===== config.mk =====
export PLATFORM = sky130hd
export DESIGN_NAME = carrier_phase_ctrl
export DESIGN_NICKNAME = d
export VERILOG_FILES = /design/src/rtl/carrier_phase_pkg.sv /design/src/rtl/cpc_loop_filter.sv /design/src/rtl/carrier_phase_ctrl.sv
export SDC_FILE = /design/constraint.sdc
export NUM_CORES = 1
export LEC_CHECK = 0
export BUFFER_PORTS_ARGS = -buffer_cell sky130_fd_sc_hd__buf_2
export CAP_MARGIN = 10
export CORE_UTILIZATION = 49
export CTS_CLUSTER_SIZE = 16
export DETAILED_ROUTE_END_ITERATION = 8
export PLACE_DENSITY = 0.69
export SLEW_MARGIN = 20
export SYNTH_ARGS = -nofsm -noshare
export SYNTH_HDL_FRONTEND = slang
export SYNTH_HIERARCHICAL = 1
export SYNTH_SLANG_ARGS = --single-unit

===== constraint.sdc =====
create_clock -name clk -period 5 [get_ports clk]
set_clock_uncertainty 0.2 [all_clocks]
set_input_delay 0.25 -clock clk [delete_from_list [all_inputs] [get_ports clk]]
set_output_delay 0.25 -clock clk [all_outputs]
set_load 0.005 [all_outputs]

===== src/rtl/carrier_phase_pkg.sv =====
// Shared types and helpers for the carrier-phase recovery loop.
package carrier_phase_pkg;

  typedef enum logic [1:0] {
    ST_IDLE  = 2'b00,
    ST_ACQ   = 2'b01,
    ST_TRACK = 2'b10
  } state_e;

  // Default loop gains, expressed as right-shift amounts.
  localparam int DEF_KP_ACQ = 4;
  localparam int DEF_KI_ACQ = 10;
  localparam int DEF_KP_TRK = 7;
  localparam int DEF_KI_TRK = 14;

  // Decision-directed phase error sgn(I)*Q - sgn(Q)*I, with sgn(0) = +1.
  // Operands arrive sign-extended to 32 bits; callers keep the low WIDTH+1 bits.
  function automatic logic signed [31:0] phase_err(input logic signed [31:0] i,
                                                   input logic signed [31:0] q);
    logic signed [31:0] a;
    logic signed [31:0] b;
    a = i[31] ? -q : q;
    b = q[31] ? -i : i;
    return a - b;
  endfunction

  // Signed add clamped to the range of a w-bit two's-complement word (w <= 62).
  function automatic logic signed [63:0] sat_add(input logic signed [63:0] a,
                                                 input logic signed [63:0] b,
                                                 input int unsigned w);
    logic signed [63:0] s;
    logic signed [63:0] hi;
    logic signed [63:0] lo;
    s  = a + b;
    hi = (64'sd1 <<< (w - 1)) - 64'sd1;
    lo = -hi - 64'sd1;
    if (s > hi)      return hi;
    else if (s < lo) return lo;
    else             return s;
  endfunction

endpackage


===== src/rtl/cpc_loop_filter.sv =====
// PI loop filter: saturating integrator plus a one-cycle proportional kick,
// with gains chosen by the acquire/track mode.
module cpc_loop_filter
  import carrier_phase_pkg::*;
#(
  parameter int PW     = 32,
  parameter int KP_ACQ = DEF_KP_ACQ,
  parameter int KI_ACQ = DEF_KI_ACQ,
  parameter int KP_TRK = DEF_KP_TRK,
  parameter int KI_TRK = DEF_KI_TRK
) (
  input  logic                 clk,
  input  logic                 rst_n,
  input  logic                 clr_i,
  input  logic                 upd_i,
  input  logic                 freeze_i,
  input  logic                 trk_i,
  input  logic signed [PW-1:0] e_ph_i,
  output logic signed [PW-1:0] integ_o,
  output logic signed [PW-1:0] prop_o
);

  logic signed [PW-1:0] integ_q, integ_d, prop_q, prop_d, inc;
  logic signed [63:0]   sum;
  logic                 unused_sum_hi;

  assign inc = trk_i ? (e_ph_i >>> KI_TRK) : (e_ph_i >>> KI_ACQ);
  assign sum = sat_add({{(64-PW){integ_q[PW-1]}}, integ_q},
                       {{(64-PW){inc[PW-1]}}, inc}, PW);
  assign unused_sum_hi = ^sum[63:PW];

  // Integrate on each unfrozen update; a clear wins over the update.
  always_comb begin
    integ_d = integ_q;
    prop_d  = '0;
    if (upd_i && !freeze_i) begin
      integ_d = sum[PW-1:0];
      prop_d  = trk_i ? (e_ph_i >>> KP_TRK) : (e_ph_i >>> KP_ACQ);
    end
    if (clr_i) integ_d = '0;
  end

  // Filter state registers.
  always_ff @(posedge clk or negedge rst_n) begin
    if (!rst_n) begin
      integ_q <= '0;
      prop_q  <= '0;
    end else begin
      integ_q <= integ_d;
      prop_q  <= prop_d;
    end
  end

  assign integ_o = integ_q;
  assign prop_o  = prop_q;

endmodule


===== src/rtl/carrier_phase_ctrl.sv =====
// Carrier-phase recovery controller: error stage, acquire/track FSM and NCO
// around a PI loop filter. Symbol strobe to phase correction is 3 clocks.
module carrier_phase_ctrl
  import carrier_phase_pkg::*;
#(
  parameter int WIDTH        = 16,
  parameter int PHASE_WIDTH  = 32,
  parameter int KP_ACQ       = DEF_KP_ACQ,
  parameter int KI_ACQ       = DEF_KI_ACQ,
  parameter int KP_TRK       = DEF_KP_TRK,
  parameter int KI_TRK       = DEF_KI_TRK,
  parameter int LOCK_THRESH  = 2048,
  parameter int LOCK_COUNT   = 64,
  parameter int UNLOCK_COUNT = 16,
  parameter int ACQ_TIMEOUT  = 4096
) (
  input  logic                          clk,
  input  logic                          rst_n,
  input  logic                          enable,
  input  logic                          freeze,
  input  logic signed [PHASE_WIDTH-1:0] freq_init,
  input  logic                          sym_valid_in,
  input  logic signed [WIDTH-1:0]       din_i,
  input  logic signed [WIDTH-1:0]       din_q,
  output logic [PHASE_WIDTH-1:0]        phase_out,
  output logic                          phase_valid,
  output logic                          locked,
  output logic                          acq_retry,
  output logic [1:0]                    state_out
);

  localparam int EW   = WIDTH + 1;
  localparam int SH   = PHASE_WIDTH - WIDTH - 1;
  localparam int CMAX = (LOCK_COUNT > UNLOCK_COUNT) ? LOCK_COUNT : UNLOCK_COUNT;
  localparam int CW   = $clog2(CMAX + 1);
  localparam int TW   = $clog2(ACQ_TIMEOUT + 1);

  state_e                        state_q, state_d;
  logic signed [PHASE_WIDTH-1:0] freq_q, freq_d, phase_q, phase_d, e_ph, integ, prop;
  logic signed [EW-1:0]          err_q, err_w;
  logic signed [31:0]            err32;
  logic                          unused_err_hi;
  logic [EW:0]                   err_abs;
  logic                          take, upd_q, upd, in_lock, integ_clr, retry_q, retry_d;
  logic [CW-1:0]                 cnt_q, cnt_d;   // lock count in ACQ, unlock count in TRACK
  logic [TW-1:0]                 to_q, to_d;

  assign err32 = phase_err({{(32-WIDTH){din_i[WIDTH-1]}}, din_i},
                           {{(32-WIDTH){din_q[WIDTH-1]}}, din_q});
  assign err_w         = err32[EW-1:0];
  assign unused_err_hi = ^err32[31:EW];
  assign take          = sym_valid_in && enable && (state_q != ST_IDLE);

  // Error stage: register the phase error of each accepted symbol.
  always_ff @(posedge clk or negedge rst_n) begin
    if (!rst_n) begin
      err_q <= '0;
      upd_q <= 1'b0;
    end else begin
      upd_q <= take;
      if (take) err_q <= err_w;
    end
  end

  assign e_ph    = {{(PHASE_WIDTH-EW){err_q[EW-1]}}, err_q} << SH;
  assign err_abs = err_q[EW-1] ? -{err_q[EW-1], err_q} : {err_q[EW-1], err_q};
  assign in_lock = err_abs < (EW+1)'(LOCK_THRESH);
  assign upd     = upd_q && !freeze;

  cpc_loop_filter #(
    .PW(PHASE_WIDTH), .KP_ACQ(KP_ACQ), .KI_ACQ(KI_ACQ), .KP_TRK(KP_TRK), .KI_TRK(KI_TRK)
  ) u_lf (
    .clk     (clk),
    .rst_n   (rst_n),
    .clr_i   (integ_clr),
    .upd_i   (upd_q && enable),
    .freeze_i(freeze),
    .trk_i   (state_q == ST_TRACK),
    .e_ph_i  (e_ph),
    .integ_o (integ),
    .prop_o  (prop)
  );

  // Acquire/track FSM with lock, unlock and timeout counters; enable low overrides all.
  always_comb begin
    state_d   = state_q;
    freq_d    = freq_q;
    cnt_d     = cnt_q;
    to_d      = to_q;
    retry_d   = 1'b0;
    integ_clr = 1'b0;
    case (state_q)
      ST_IDLE: begin
        integ_clr = 1'b1;
        if (enable) begin
          state_d = ST_ACQ;
          freq_d  = freq_init;
          cnt_d   = '0;
          to_d    = '0;
        end
      end
      ST_ACQ: if (upd) begin
        cnt_d = in_lock ? cnt_q + CW'(1) : '0;
        to_d  = to_q + TW'(1);
        if (in_lock && cnt_q == CW'(LOCK_COUNT - 1)) begin
          state_d = ST_TRACK;
          cnt_d   = '0;
          to_d    = '0;
        end else if (to_q == TW'(ACQ_TIMEOUT - 1)) begin
          retry_d   = 1'b1;
          integ_clr = 1'b1;
          cnt_d     = '0;
          to_d      = '0;
        end
      end
      ST_TRACK: if (upd) begin
        cnt_d = in_lock ? '0 : cnt_q + CW'(1);
        if (!in_lock && cnt_q == CW'(UNLOCK_COUNT - 1)) begin
          state_d = ST_ACQ;
          cnt_d   = '0;
          to_d    = '0;
        end
      end
      default: state_d = ST_IDLE;
    endcase
    if (!enable) begin
      state_d   = ST_IDLE;
      freq_d    = '0;
      cnt_d     = '0;
      to_d      = '0;
      retry_d   = 1'b0;
      integ_clr = 1'b1;
    end
  end

  // NCO: free-running modulo-2^PHASE_WIDTH accumulator outside IDLE.
  always_comb begin
    phase_d = phase_q + freq_q + integ + prop;
    if (!enable || state_q == ST_IDLE) phase_d = '0;
  end

  // Control and NCO registers.
  always_ff @(posedge clk or negedge rst_n) begin
    if (!rst_n) begin
      state_q <= ST_IDLE;
      freq_q  <= '0;
      phase_q <= '0;
      cnt_q   <= '0;
      to_q    <= '0;
      retry_q <= 1'b0;
    end else begin
      state_q <= state_d;
      freq_q  <= freq_d;
      phase_q <= phase_d;
      cnt_q   <= cnt_d;
      to_q    <= to_d;
      retry_q <= retry_d;
    end
  end

  assign phase_out   = phase_q;
  assign phase_valid = (state_q != ST_IDLE);
  assign locked      = (state_q == ST_TRACK);
  assign acq_retry   = retry_q;
  assign state_out   = state_q;

endmodule


== Word-level counts from Yosys, hierarchy flattened ==
Cells that the tools add are included.
Word-level totals
  bits in registers: 169
  bits in latches: 0
  bits in writable memories: 0
  bits in read-only memories: 0
  input bits: 69
  output and inout port bits: 37
  logic and storage cells: 93
  memories kept: 0
Cells by class
  $add $sub $neg: 10
  multipliers: 0
  divide/modulo/power cells: 0
  magnitude comparators: 3
  equal/unequal tests: 11
  shift operators: 0
  mux-type cells: 42
  bitwise logic cells: 0
  reduce and logical (&&, ||, !) cells: 17
Operator list (number)
  32-bit 2-to-1 mux: 8
  32-bit adder: 3
  13-bit 2-to-1 mux: 6
  7-bit 2-to-1 mux: 8
  13-bit case mux with 3 select lines: 1
  17-bit 2-to-1 mux: 2
  16-bit negation with 17-bit output: 2
  32-bit by 22-bit adder with 33-bit output: 1
  33-bit by 32-bit greater-than comparator with 1-bit output (second input constant): 1
  33-bit by 32-bit less-than comparator with 1-bit output (second input constant): 1
  27-bit 2-to-1 mux: 1
  21-bit 2-to-1 mux: 1
  7-bit case mux with 3 select lines: 1
  18-bit by 12-bit less-than comparator with 1-bit output (second input constant): 1
  18-bit 2-to-1 mux: 1
  18-bit negation: 1
  17-bit subtractor: 1
  13-bit by 1-bit adder with 13-bit output (second input constant): 1
  13-bit by 12-bit == test with 1-bit output (second input constant): 1
  3-bit != test (second input constant): 4
  2-bit 2-to-1 mux: 5
  4-bit AND reduction: 2
  7-bit by 1-bit adder with 7-bit output (second input constant): 1
  7-bit by 4-bit == test with 1-bit output (second input constant): 1
  14 further kinds: 28

== Logic depth before layout (Yosys ltp) ==
  depth after elaboration: 9
  mapped depth: 20
  mapped depth without buffers: 16

== By module ==
Netlist, hierarchy kept.
By module, submodules not included
  carrier_phase_ctrl: times used 1, cells an instance 1018, area an instance 9054.9 um^2
  cpc_loop_filter: times used 1, cells an instance 474, area an instance 4256.6 um^2

== Worst setup path before layout ==
No wires, ideal clock.
  path kind: reg2reg
  start: register state_q[0], in the netlist state_out[0]
  end: register u_lf.integ_q[22], in the netlist u_lf/integ_o[22]
  library setup time: 126 ps
  arrival time: 3917 ps
  data required time: 4674 ps
  slack: 757 ps
  stages on the path, launching flop included: 19
  buffers on the path: 5
  clock period less this slack: 4243 ps
  cells stage by stage: dfrtp_1 -> inv_1 -> ha_1 -> clkbuf_1 -> clkbuf_1 -> nand2b_1 -> nand2_1 -> ha_1 -> buf_2 -> a21o_1 -> or4_4 -> o211ai_2 -> a21boi_1 -> o21a_1 -> o21a_1 -> a31o_1 -> buf_6 -> buf_8 -> a221o_1
On the way
  longest elaborated chain between the ends: 8
  elaborated cells on any way between the ends: 14
  classes of those cells: 1 x add/sub; 2 x order compare; 2 x eq/ne; 7 x mux; 2 x reduce/logical
RTL lines
  start: declaration: line carrier_phase_ctrl.sv:38  | state_e state_q, state_d;
  start signal: assignment: line carrier_phase_ctrl.sv:152  | state_q <= state_d;
  2-bit == test *
  named net locked: line carrier_phase_ctrl.sv:27  | output logic locked,
  21-bit 2-to-1 mux *: line cpc_loop_filter.sv:27  | assign inc = trk_i ? (e_ph_i >>> KI_TRK) : (e_ph_i >>> KI_ACQ);
  32-bit by 22-bit adder with 33-bit output *: line carrier_phase_pkg.sv:34  | s = a + b;
  33-bit by 32-bit less-than comparator with 1-bit output: line carrier_phase_pkg.sv:38  | else if (s < lo) return lo;
  32-bit 2-to-1 mux: line carrier_phase_pkg.sv:38
  32-bit 2-to-1 mux *: line carrier_phase_pkg.sv:37  | if (s > hi) return hi;
  32-bit 2-to-1 mux *: line cpc_loop_filter.sv:36  | if (upd_i && !freeze_i) begin
  32-bit 2-to-1 mux *: line cpc_loop_filter.sv:40  | if (clr_i) integ_d = '0;
  end signal: assignment: line cpc_loop_filter.sv:49  | integ_q <= integ_d;
  end: declaration: line cpc_loop_filter.sv:23  | logic signed [PW-1:0] integ_q, integ_d, prop_q, prop_d, inc;
The timed path passes the listed nets; every way through them passes the cells marked *. The select of a mux whose other input is x is not followed.
A chain may end at the register's enable or synchronous reset.

== Final worst setup path ==
  start: register state_q[0], in the netlist state_out[0]
  end: register u_lf.integ_q[6], in the netlist u_lf/integ_o[6]
On the way
  longest elaborated chain between the ends: 8
  elaborated cells on any way between the ends: 14
  classes of those cells: 1 x add/sub; 2 x order compare; 2 x eq/ne; 7 x mux; 2 x reduce/logical
RTL lines
  2-bit == test: line carrier_phase_ctrl.sv:78  | .trk_i (state_q == ST_TRACK),
  21-bit 2-to-1 mux: line cpc_loop_filter.sv:27
  32-bit by 22-bit adder with 33-bit output: line carrier_phase_pkg.sv:34
  33-bit by 32-bit less-than comparator with 1-bit output: line carrier_phase_pkg.sv:38
  32-bit 2-to-1 mux: line carrier_phase_pkg.sv:38
  32-bit 2-to-1 mux: line carrier_phase_pkg.sv:37
  32-bit 2-to-1 mux: line cpc_loop_filter.sv:36
  32-bit 2-to-1 mux: line cpc_loop_filter.sv:40
Parallel ways exist; a longest one is shown, timed or not. The select of a mux whose other input is x is not followed.

==> results.yml <==
run_status:
  status: "finished, final reports clean"
min_path:
  whs_endpoint: "acq_retry"
  min_path_cells: 3
  holdCritPathClass: "in2reg"
  hp-start: "freeze"
pwr:
  powerDensity_nw_per_um2: 380
  vdd_drop_max_v: 0.000215
  leakage_nw: 7.33
synthesis:
  synth.distinct_cells: 78
  synth_edf_count: 0
  syn_area_um2: 13300
  ys.flop_type: "dfrtp_1"
  ys.warnings.count: 6
  synthCells: 1492
  ys_async_sr_fraction_pct: 100
  avgSynthCellArea_um2: 8.92
  seq_area_frac_synth_pct: 31.0
  ys_ff_latch: 165
layout:
  drive_above_1_share_pct: 11.1
  final_core_util_pct: 57.3
  fin_cells: 1977
  num_antenna_cells: 0
  nets: 1849
  syn_to_final_growth_pct: 13.5
  mostFrequentLayoutCell: "inv_1"
  fillers: 2324
  mostFrequentLayoutCells: "inv_1, dfrtp_1, nand2_1"
sta:
  rsz0062_at_grt: "false"
  setup_violations: 0
  relSlewSlack_pct: 32.8
  final_max_slew_viol_count: 0
  min_period_ns: 4.59
  fin_crit_sh_pct: 91.9
  tightest_slew_ns: 1.01
  max_freq_ghz: 0.218
  hold_viol_final: 0
  tns_ns: 0
global_route:
  antenna_found_initial: 1
  grt_util_all_layers_pct: 23.4
  grt_pass1_wl_mm: 52.4
  grt-ovfl-total: 0
  grt_start_max_net_pins: 86
  grt_pass1_vias: 10600
critical_path:
  worstSetupStartpointType: "register"
  cp.arrival_ns: 4.75
  r2r_end: "u_lf/integ_o[6]"
  reg2reg_slack_ns: 0.41
  r2r_start: "state_out[0]"
  worst-r2r-cell-count: 16
  worstSetupPathType: "reg2reg"
  end_kind: "register"
  crit_required_ns: 5.16
  cp_max_fo: 31
route:
  ant_nets: 0
  viasPerCell: 5.34
  wire_per_inst_um: 15.6
  drt_iter0_drc: 645
  drt-total-wl_mm: 30.9
  vias: 10600
  drt_first_pass_iters: 4
  drc: 0
placed_design:
  place_inst: 1912
  port_buffers: 105
  dp.final_hpwl_mm: 23.5
  gp_congestion: 0.918
cts:
  clock_path_buffers: 2
  cts_resized: 0
  clk_latency_ns: 0.44
  cts.sinks: 165
  clk_pin_slew_worst_paths_ns: 0.07
  numCtsBuffers: 17
  cts-root-buf: "clkbuf_16"
  cts_tree: "yes"
  h-tree-depth: 4
floorplan:
  dieArea_um2: 27800
  coreArea_um2: 26400
  ios: 106
  dieWidth_um: 167
  die_h_um: 167
  start_util_pct: 50.5
  num_rows: 59
run:
  cap_violations: 0
==> worst max-delay path by stage <==
stage,startpoint,to,slack [ns],depth (start not counted)
after global placement,state_out[0],u_lf/integ_o[25],0.58,16
after CTS,state_out[0],u_lf/integ_o[6],0.42,16
after floorplan,state_out[0],u_lf/integ_o[22],0.76,18
after detailed placement,state_out[0],u_lf/integ_o[15],0.45,16
after global routing,state_out[0],u_lf/integ_o[6],0.09,16
final,state_out[0],u_lf/integ_o[6],0.41,16
==> timing repair <==
item,CTS,global route
endpoints found under the hold margin,115,0
buffers inserted,0,0
endpoints found under the setup margin,0,0
hold buffers,33,0
==> synth_stat cells, types with 5 or more instances <==
cell type,count,area share (%)
xnor2_1,60,3.9
xor2_1,35,2.3
and2_1,18,0.85
dfrtp_1,165,31
fa_1,64,9.6
or3_1,8,0.38
o21ai_0,78,2.9
a21o_1,32,1.8
o21a_1,20,1.1
nand3_1,23,0.86
nand2_1,130,3.7
a31oi_1,7,0.33
nand4_1,9,0.42
and3_1,12,0.56
nor3_1,30,1.1
o21bai_1,7,0.39
buf_2,8,0.30
o21ai_1,11,0.41
inv_1,209,5.9
o31ai_1,13,0.73
o211ai_1,5,0.28
nand3b_1,6,0.34
mux2i_1,42,3.2
o41ai_1,6,0.39
nand2b_1,33,1.6
ha_1,87,8.2
or2_2,8,0.38
a221o_1,27,2.0
nor2_1,87,2.5
clkbuf_1,30,0.85
a211oi_1,12,0.68
nor2b_1,43,2.0
a21oi_1,77,2.9
==> registers in the layout, summed over array words and instances, names as in the netlist <==
name,count
err_q,17
u_lf/prop_o,28
upd_q,1
u_lf/integ_o,32
acq_retry,1
state_out,2
to_q,13
cnt_q,7
freq_q,32
phase_out,32
==> cell type report <==
type	count	area, um2	area share, %
Clock buffer	19	443	2.93
Multi-Input combinational cell	1086	8210	54.4
Tap cell	335	419	2.78
Sequential cell	165	4130	27.3
Timing Repair Buffer	150	952	6.30
Clock inverter	13	163	1.08
Inverter	209	785	5.19
==> where the power goes <==
| part | switching (W) | internal [W] | total (W) |
|---|---|---|---|
| clock | 0.000606 | 0.000766 | 0.00137 |
| sequential | 0.000171 | 0.00153 | 0.00171 |
| combinational | 0.00159 | 0.00107 | 0.00266 |
==> per-layer routing <==
metal / part of all wire [%] / global-route usage [%]
met5: 0.032 / 0
met4: 1.3 / 6.04
met3: 3.7 / 3.49
met2: 45 / 37.2
met1: 50 / 33.3
==> worst max-delay path, cell delays in order, from the launching register on <==
cell and delay (ns):
dfrtp_1 0.41, inv_1 0.11, ha_1 0.15, buf_4 0.25
buf_4 0.30, nand2b_1 0.16, nand2_1 0.06, ha_1 0.38
a21o_1 0.21, a21boi_0 0.27, nor3_1 0.08, a22oi_1 0.16
o21a_1 0.24, a21oi_1 0.12, nor2_1 0.31, a31o_1 0.87
a221o_1 0.23
==> stage by stage <==
step | hold slack [ns] | worst slack (ns) | total power, W | instance area, um2
CTS | 0.00505 | 0.424 | 0.00577 | 15100
floorplan | -0.246 | 0.757 | 0.00370 | 13400
global route | 0.0414 | 0.0887 | 0.00620 | 15100
finish | 0.0100 | 0.407 | 0.00573 | 15100
detailed placement | 0.158 | 0.449 | 0.00435 | 14200
global placement | 0.161 | 0.575 | 0.00431 | 14200
==> cells by family (layout without fill, tap and decap cells) <==
family                   Yosys count  count (layout)  synth area share (%)
other                              1              19                0.0282
flip-flops                       165             165                  31.0
XOR/XNOR                          95              95                  6.25
AND/OR/NAND/NOR                  438             438                  16.7
buffers and inverters            259             391                  7.83
adder cells (fa/ha/maj)          151             151                  17.8
multiplexers                      42              42                  3.16
AO/OA/AOI/OAI                    341             341                  17.3
Note: power is estimated with default switching activity, not from simulation.
